**config.mk**
```make
export PLATFORM = sky130hd
export DESIGN_NAME = clock_ctrl
export DESIGN_NICKNAME = d
export VERILOG_FILES = /design/src/rtl/clock_ctrl.sv
export SDC_FILE = /design/constraint.sdc
export NUM_CORES = 1
export LEC_CHECK = 0
export ABC_CLOCK_PERIOD_IN_PS = 4670
export CORE_MARGIN = 2
export CORE_UTILIZATION = 40
export CTS_CLUSTER_SIZE = 12
export DETAILED_ROUTE_END_ITERATION = 12
export GPL_TIMING_DRIVEN = 0
export PLACE_DENSITY = 0.64
export SLEW_MARGIN = 20
export SYNTH_ARGS = -nofsm -noshare
export SYNTH_HDL_FRONTEND = slang
export SYNTH_SLANG_ARGS = --single-unit
export TNS_END_PERCENT = 30
```
**constraint.sdc**
```tcl
create_clock -name clk -period 4.67 [get_ports clk]
set_input_delay 1.401 -clock clk [delete_from_list [all_inputs] [get_ports clk]]
set_output_delay 1.401 -clock clk [all_outputs]
set_load 0.005 [all_outputs]
```
**src/rtl/clock_ctrl.sv**
```systemverilog
// Mode/time-set controller for the HH:MM:SS counter: 1 Hz prescaler, RUN/SET FSM,
// field-adjust strobes with auto-repeat, blink enable and inactivity timeout.
module clock_ctrl #(
  parameter int unsigned TICK_DIV     = 50000000,
  parameter int unsigned REPEAT_DELAY = 25000000,
  parameter int unsigned REPEAT_RATE  = 5000000,
  parameter int unsigned BLINK_DIV    = 25000000,
  parameter int unsigned TIMEOUT_S    = 30
) (
  input  logic       clk,
  input  logic       rst,
  input  logic       btn_mode,
  input  logic       btn_inc,
  output logic       sec_tick,
  output logic       inc_hr,
  output logic       inc_min,
  output logic       clr_sec,
  output logic [1:0] mode,
  output logic       blink
);

  localparam int unsigned PW = $clog2(TICK_DIV);
  localparam int unsigned HW = $clog2(REPEAT_DELAY + REPEAT_RATE + 1);
  localparam int unsigned BW = $clog2(BLINK_DIV + 1);
  localparam int unsigned IW = $clog2(TIMEOUT_S + 1);

  localparam logic [PW-1:0] PRESC_MAX  = PW'(TICK_DIV - 1);
  localparam logic [HW-1:0] HOLD_DELAY = HW'(REPEAT_DELAY);
  localparam logic [HW-1:0] HOLD_RATE  = HW'(REPEAT_RATE);
  localparam logic [BW-1:0] BLINK_MAX  = BW'(BLINK_DIV);
  localparam logic [IW-1:0] IDLE_MAX   = IW'(TIMEOUT_S - 1);

  typedef enum logic [1:0] {
    S_RUN = 2'b00,
    S_HR  = 2'b01,
    S_MIN = 2'b10,
    S_SEC = 2'b11
  } state_t;

  state_t        r_state, w_state_nxt;
  logic          r_mode_hist, r_inc_hist;
  logic [PW-1:0] r_presc, w_presc_nxt;
  logic [HW-1:0] r_hold, w_hold_nxt, w_hold_inc;
  logic          r_hold_act, w_hold_act_nxt;
  logic          r_hold_rep, w_hold_rep_nxt;
  logic [BW-1:0] r_blink_cnt, w_blink_cnt_nxt, w_blink_inc;
  logic [IW-1:0] r_idle, w_idle_nxt;
  logic          r_sec_tick, r_inc_hr, r_inc_min, r_clr_sec, r_blink;
  logic          w_sec_tick_nxt, w_inc_hr_nxt, w_inc_min_nxt, w_clr_sec_nxt, w_blink_nxt;
  logic          w_mode_rise, w_inc_rise, w_wrap, w_in_set, w_activity;
  logic          w_state_chg, w_repeatable, w_fire_rise, w_fire_rep, w_adjust;

  always_comb begin
    w_mode_rise  = btn_mode & ~r_mode_hist;
    w_inc_rise   = btn_inc & ~r_inc_hist;
    w_wrap       = (r_presc == PRESC_MAX);
    w_in_set     = (r_state != S_RUN);
    w_activity   = w_mode_rise | w_inc_rise | btn_inc;
    w_hold_inc   = r_hold + 1'b1;
    w_blink_inc  = r_blink_cnt + 1'b1;

    w_state_nxt = r_state;
    if (w_mode_rise) begin
      case (r_state)
        S_RUN:   w_state_nxt = S_HR;
        S_HR:    w_state_nxt = S_MIN;
        S_MIN:   w_state_nxt = S_SEC;
        default: w_state_nxt = S_RUN;
      endcase
    end else if (w_in_set && !w_activity && w_wrap && (r_idle == IDLE_MAX)) begin
      w_state_nxt = S_RUN;
    end
    w_state_chg = (w_state_nxt != r_state);

    // A mode rise always changes state, so it suppresses every adjust strobe here.
    w_repeatable = (r_state == S_HR) || (r_state == S_MIN);
    w_fire_rise  = w_in_set && w_inc_rise && !w_mode_rise;
    w_fire_rep   = w_repeatable && r_hold_act && btn_inc && !w_mode_rise &&
                   (w_hold_inc == (r_hold_rep ? HOLD_RATE : HOLD_DELAY));
    w_adjust     = w_fire_rise | w_fire_rep;

    // Hold tracking only arms on a rise that actually produced a strobe.
    w_hold_nxt     = '0;
    w_hold_act_nxt = 1'b0;
    w_hold_rep_nxt = 1'b0;
    if (!w_state_chg && btn_inc) begin
      if (w_fire_rise && w_repeatable) begin
        w_hold_act_nxt = 1'b1;
      end else if (r_hold_act) begin
        w_hold_act_nxt = 1'b1;
        if (w_fire_rep) begin
          w_hold_rep_nxt = 1'b1;
        end else begin
          w_hold_rep_nxt = r_hold_rep;
          w_hold_nxt     = w_hold_inc;
        end
      end
    end

    if (w_wrap || (w_state_chg && (w_state_nxt == S_RUN))) w_presc_nxt = '0;
    else                                                    w_presc_nxt = r_presc + 1'b1;

    if (w_state_chg || !w_in_set || w_activity) w_idle_nxt = '0;
    else if (w_wrap)                             w_idle_nxt = r_idle + 1'b1;
    else                                         w_idle_nxt = r_idle;

    w_blink_nxt     = r_blink;
    w_blink_cnt_nxt = w_blink_inc;
    if (w_state_nxt == S_RUN) begin
      w_blink_nxt     = 1'b0;
      w_blink_cnt_nxt = '0;
    end else if (w_state_chg || w_adjust) begin
      w_blink_nxt     = 1'b1;
      w_blink_cnt_nxt = '0;
    end else if (w_blink_inc == BLINK_MAX) begin
      w_blink_nxt     = ~r_blink;
      w_blink_cnt_nxt = '0;
    end

    w_sec_tick_nxt = w_wrap && (r_state == S_RUN) && (w_state_nxt == S_RUN);
    w_inc_hr_nxt   = w_adjust && (r_state == S_HR);
    w_inc_min_nxt  = w_adjust && (r_state == S_MIN);
    w_clr_sec_nxt  = w_fire_rise && (r_state == S_SEC);
  end

  always_ff @(posedge clk or posedge rst) begin
    if (rst) begin
      r_state     <= S_RUN;
      r_mode_hist <= 1'b1;
      r_inc_hist  <= 1'b1;
      r_presc     <= '0;
      r_hold      <= '0;
      r_hold_act  <= 1'b0;
      r_hold_rep  <= 1'b0;
      r_blink_cnt <= '0;
      r_idle      <= '0;
      r_sec_tick  <= 1'b0;
      r_inc_hr    <= 1'b0;
      r_inc_min   <= 1'b0;
      r_clr_sec   <= 1'b0;
      r_blink     <= 1'b0;
    end else begin
      r_state     <= w_state_nxt;
      r_mode_hist <= btn_mode;
      r_inc_hist  <= btn_inc;
      r_presc     <= w_presc_nxt;
      r_hold      <= w_hold_nxt;
      r_hold_act  <= w_hold_act_nxt;
      r_hold_rep  <= w_hold_rep_nxt;
      r_blink_cnt <= w_blink_cnt_nxt;
      r_idle      <= w_idle_nxt;
      r_sec_tick  <= w_sec_tick_nxt;
      r_inc_hr    <= w_inc_hr_nxt;
      r_inc_min   <= w_inc_min_nxt;
      r_clr_sec   <= w_clr_sec_nxt;
      r_blink     <= w_blink_nxt;
    end
  end

  assign sec_tick = r_sec_tick;
  assign inc_hr   = r_inc_hr;
  assign inc_min  = r_inc_min;
  assign clr_sec  = r_clr_sec;
  assign mode     = r_state;
  assign blink    = r_blink;

endmodule
```
==> metrics.csv <==
stage,metric,value,unit
status,status,"finished, final reports clean",
yosys,syn_area,5490,sq um
yosys,ys_seq_elements,92,
setup_path,slowest_stage,clkdlybuf4s50_1,
pwr,vdd_drop_max,0.273,mV
routing,vias,4411,
global_route,grt_pass1_vias,4348,
die,initial_utilization,0.413,
clock_network,clock_sinks,92,
cells_and_area,fin_cells,790,
timing,setup_tns,0,ns
cells_and_area,regArea,2300,sq um
cells_and_area,fin_area,6130,sq um
hold_path,worstHoldEndpoint,r_presc[0],
pwr,power,2.05,mW
setup_path,r2r_slack,1.45,ns
yosys,synthMuxAreaShare,0.00593,
routing,totalWireLength,11.8,mm
setup_path,worstSetupEndpointType,flip-flop,
clock_network,cts_made_buffers,9,
timing,grt_setup_unrepaired,no,
yosys,yosys_warnings,0,
routing,top_layer,met4,
placed_design,placed_area,5850,sq um
placed_design,placed_cells,774,
placed_design,portBuffers,10,
die,num_io_pins,11,
yosys,synth_cell_types,63,
clock_network,htreeDepth,3,
yosys,seq_area_frac_synth,0.420,
cells_and_area,layout.nets,623,
setup_path,startpoint_type,input pin,
timing,max-slew-margin-rel,0.413,
routing,drcViolationCount,0,
job,drv_cap,0,
yosys,yosysTopAreaCell,dfrtp_1,
clock_network,cts_setup_buffers,0,
die,core_area,13300,sq um
routing,route.met2.wl,5.45,mm
placed_design,gp_routability_congestion,0.908,
routing,met1_length,5.76,mm
yosys,synthXorXnorAreaFrac,0.120,
routing,detail-route-antenna-nets,0,
routing,detail_route.vias_per_cell,5.58,
die,dieArea,14700,sq um
timing,whs,0.496,ns
timing,hold_viol_final,0,
yosys,synthAdderAreaFrac,0.0228,
routing,post_drt_wl_per_cell,15.0,um
routing,drt_iter0_drc,289,
timing,setup-violations-final,0,
yosys,yosysTopAreaCellShare,0.410,
clock_network,holdBufCountCts,0,
yosys,synth_simple_gate_area_frac,0.318,
timing,period_share,0.780,
clock_network,clk_path_buf_depth,2,
pwr,cellPowerDensity,334,nW/um^2
yosys,synth_nets,600,
yosys,syn_inst,586,
placed_design,place_hpwl,8.36,mm
hold_path,whs_path_depth,1,
global_route,grt_start_max_net_pins,70,
die,die_y,121,um
clock_network,clkLatencyLatePin,0.35,ns
yosys,synth_top_family_by_area,simple AND/OR/NAND/NOR gates,
cells_and_area,drive_above_1_share,0.112,
setup_path,r2r-start,r_blink_cnt[0],
die,rows,42,
setup_path,path_max_fanout,10,
yosys,synthArstFlopShare,1.00,
global_route,globalRouteTotalUtil,0.176,
routing,wl_met3,428,um
global_route,gr-total-overflow,0,
setup_path,max_stage_delay,0.48,ns
timing,worst_slew_pin_slew,0.873,ns
clock_network,path_clk_slew,0.07,ns
yosys,synth-edff-count,0,
global_route,grt_pass1_wl,20.7,mm
pwr,leakage,2.42,nW
timing,drv_slew,0,
clock_network,cts-root-buf,clkbuf_16,
routing,drt-pass1-iter-count,4,
timing,clock.fmax,275,MHz
cells_and_area,area_growth,11.7,%
yosys,synth_compound_area_frac,0.0661,
global_route,antenna_found_initial,0,
yosys,yosys_most_used_dff,dfrtp_1,
hold_path,hold_start,r_presc[0],
setup_path,crit_chain,"clkdlybuf4s50_1, nor2b_1, buf_2, o21ai_0, a21o_1, a31o_2, inv_1, nand4_1, clkbuf_1, nor3_1",
clock_network,cts_tree,yes,
setup_path,reg2reg_to,r_blink_cnt[10],
setup_path,rr_worst_depth,11,
cells_and_area,multiInputGateArea,2930,sq um
timing,finalClockSkew,0.00580,ns
die,die_w,121,um
clock_network,post_cts_resized,0,
setup_path,arrival,3.90,ns
hold_path,hold_path_class,flip-flop to flip-flop,
cells_and_area,n_antenna_cell,0,
setup_path,setup.worst_path.class,input pin to flip-flop,
cells_and_area,fillCellCount,1230,
yosys,synth.avg_cell_area,9.36,sq um
timing,min_period,3.64,ns
setup_path,required,4.93,ns
yosys,synth_area_leaders,"dfrtp_1 (41%), xnor2_1 (6.5%), xor2_1 (5.4%)",
-- synthesized netlist by cell type, types with 4 or more instances --
master    number
dfrtp_1       90
nor2_1        60
nand2_1       44
xnor2_1       41
nor4_1        39
xor2_1        34
nor3_1        31
nand4_1       30
nand3_1       26
buf_2         19
inv_1         16
and3_1        13
and4_1        12
ha_1          10
and2_1         9
a21oi_1        7
clkbuf_1       6
nor3b_1        6
o21ai_0        6
nand2b_1       5
nor4_2         5
or3_1          5
buf_4          4
buf_6          4
nand3b_1       4
-- final cells by class --
cell class,instances,area share
Buffer,34,0.0323
Tap cell,176,0.0359
Multi-Input combinational cell,444,0.478
Timing Repair Buffer,12,0.0216
Clock inverter,6,0.00633
Sequential cell,92,0.376
Clock buffer,10,0.0390
Inverter,16,0.0106
-- state kept, by name, indices dropped and copies added, names as in the netlist, 2 cells and up --
name and flops:
r_presc 26, r_blink_cnt 25, r_hold 25, r_idle 5, mode 2
-- power by group --
group          total (mW)  switching [mW]  internal, mW
Combinational       0.444           0.257         0.187
Sequential          0.916          0.0626         0.853
Clock               0.688           0.314         0.374
-- logic make-up after synthesis --
logic type                 after synthesis
buffers and inverters                   50
adders and majority gates               10
DFF                                     92
xor gates and xnor gates                75
AOI/OAI and AO/OA                       49
muxes                                    3
and+or+nand+nor                        307
-- worst max-delay path: cells and delay by family --
| kind | cells | cell delay [ns] |
|---|---|---|
| AND/OR/NAND/NOR | 3 | 0.74 |
| buffers and inverters | 4 | 1.14 |
| AO/OA/AOI/OAI | 3 | 0.62 |
-- routing by layer --
layer | global-route usage | vias to the layer above
met5 | 0 | -
met4 | 0.0778 | 0
met3 | 0.0277 | 13
met2 | 0.276 | 81
met1 | 0.241 | 2147
li1 | - | 2170
-- metrics by stage --
step	setup slack, ns	utilization
2_1_floorplan	0.880	-
3_3_place_gp	-0.530	0.437
3_5_place_dp	0.643	0.440
4_1_cts	1.00	0.461
5_1_grt	0.777	0.461
6_report	1.03	0.461
-- how the worst max path moves through the flow --
stage	slack, ns	startpoint	to	cells past startpoint
5_1_grt	0.78	btn_mode	r_hold[1]	10
3_3_place_gp	-0.53	rst	clr_sec	2
2_1_floorplan	0.88	rst	blink	1
3_5_place_dp	0.64	btn_mode	r_hold[20]	10
6_report	1.03	btn_mode	r_hold[20]	10
4_1_cts	1.0	btn_mode	r_hold[20]	10
-- layout by cell type, fill, tap and decap left out, types with 4 or more instances in the layout --
cell type / Yosys / layout
nand3b_1: 4 / 4
buf_2: 19 / 20
a21oi_1: 7 / 7
clkdlybuf4s50_1: 0 / 10
nor3_1: 31 / 31
nor4_1: 39 / 39
and3_1: 13 / 13
and2_1: 9 / 9
nor4_2: 5 / 5
clkbuf_16: 0 / 9
o21ai_0: 6 / 6
xnor2_1: 41 / 41
nand2_1: 44 / 44
dfrtp_1: 90 / 90
or3_1: 5 / 5
clkbuf_1: 6 / 6
buf_4: 4 / 4
inv_1: 16 / 15
nand2b_1: 5 / 5
nand4_1: 30 / 30
nor3b_1: 6 / 6
ha_1: 10 / 10
nor2_1: 60 / 60
and4_1: 12 / 12
buf_6: 4 / 4
nand3_1: 26 / 26
xor2_1: 34 / 34
Power figures use the tool's default switching activity.
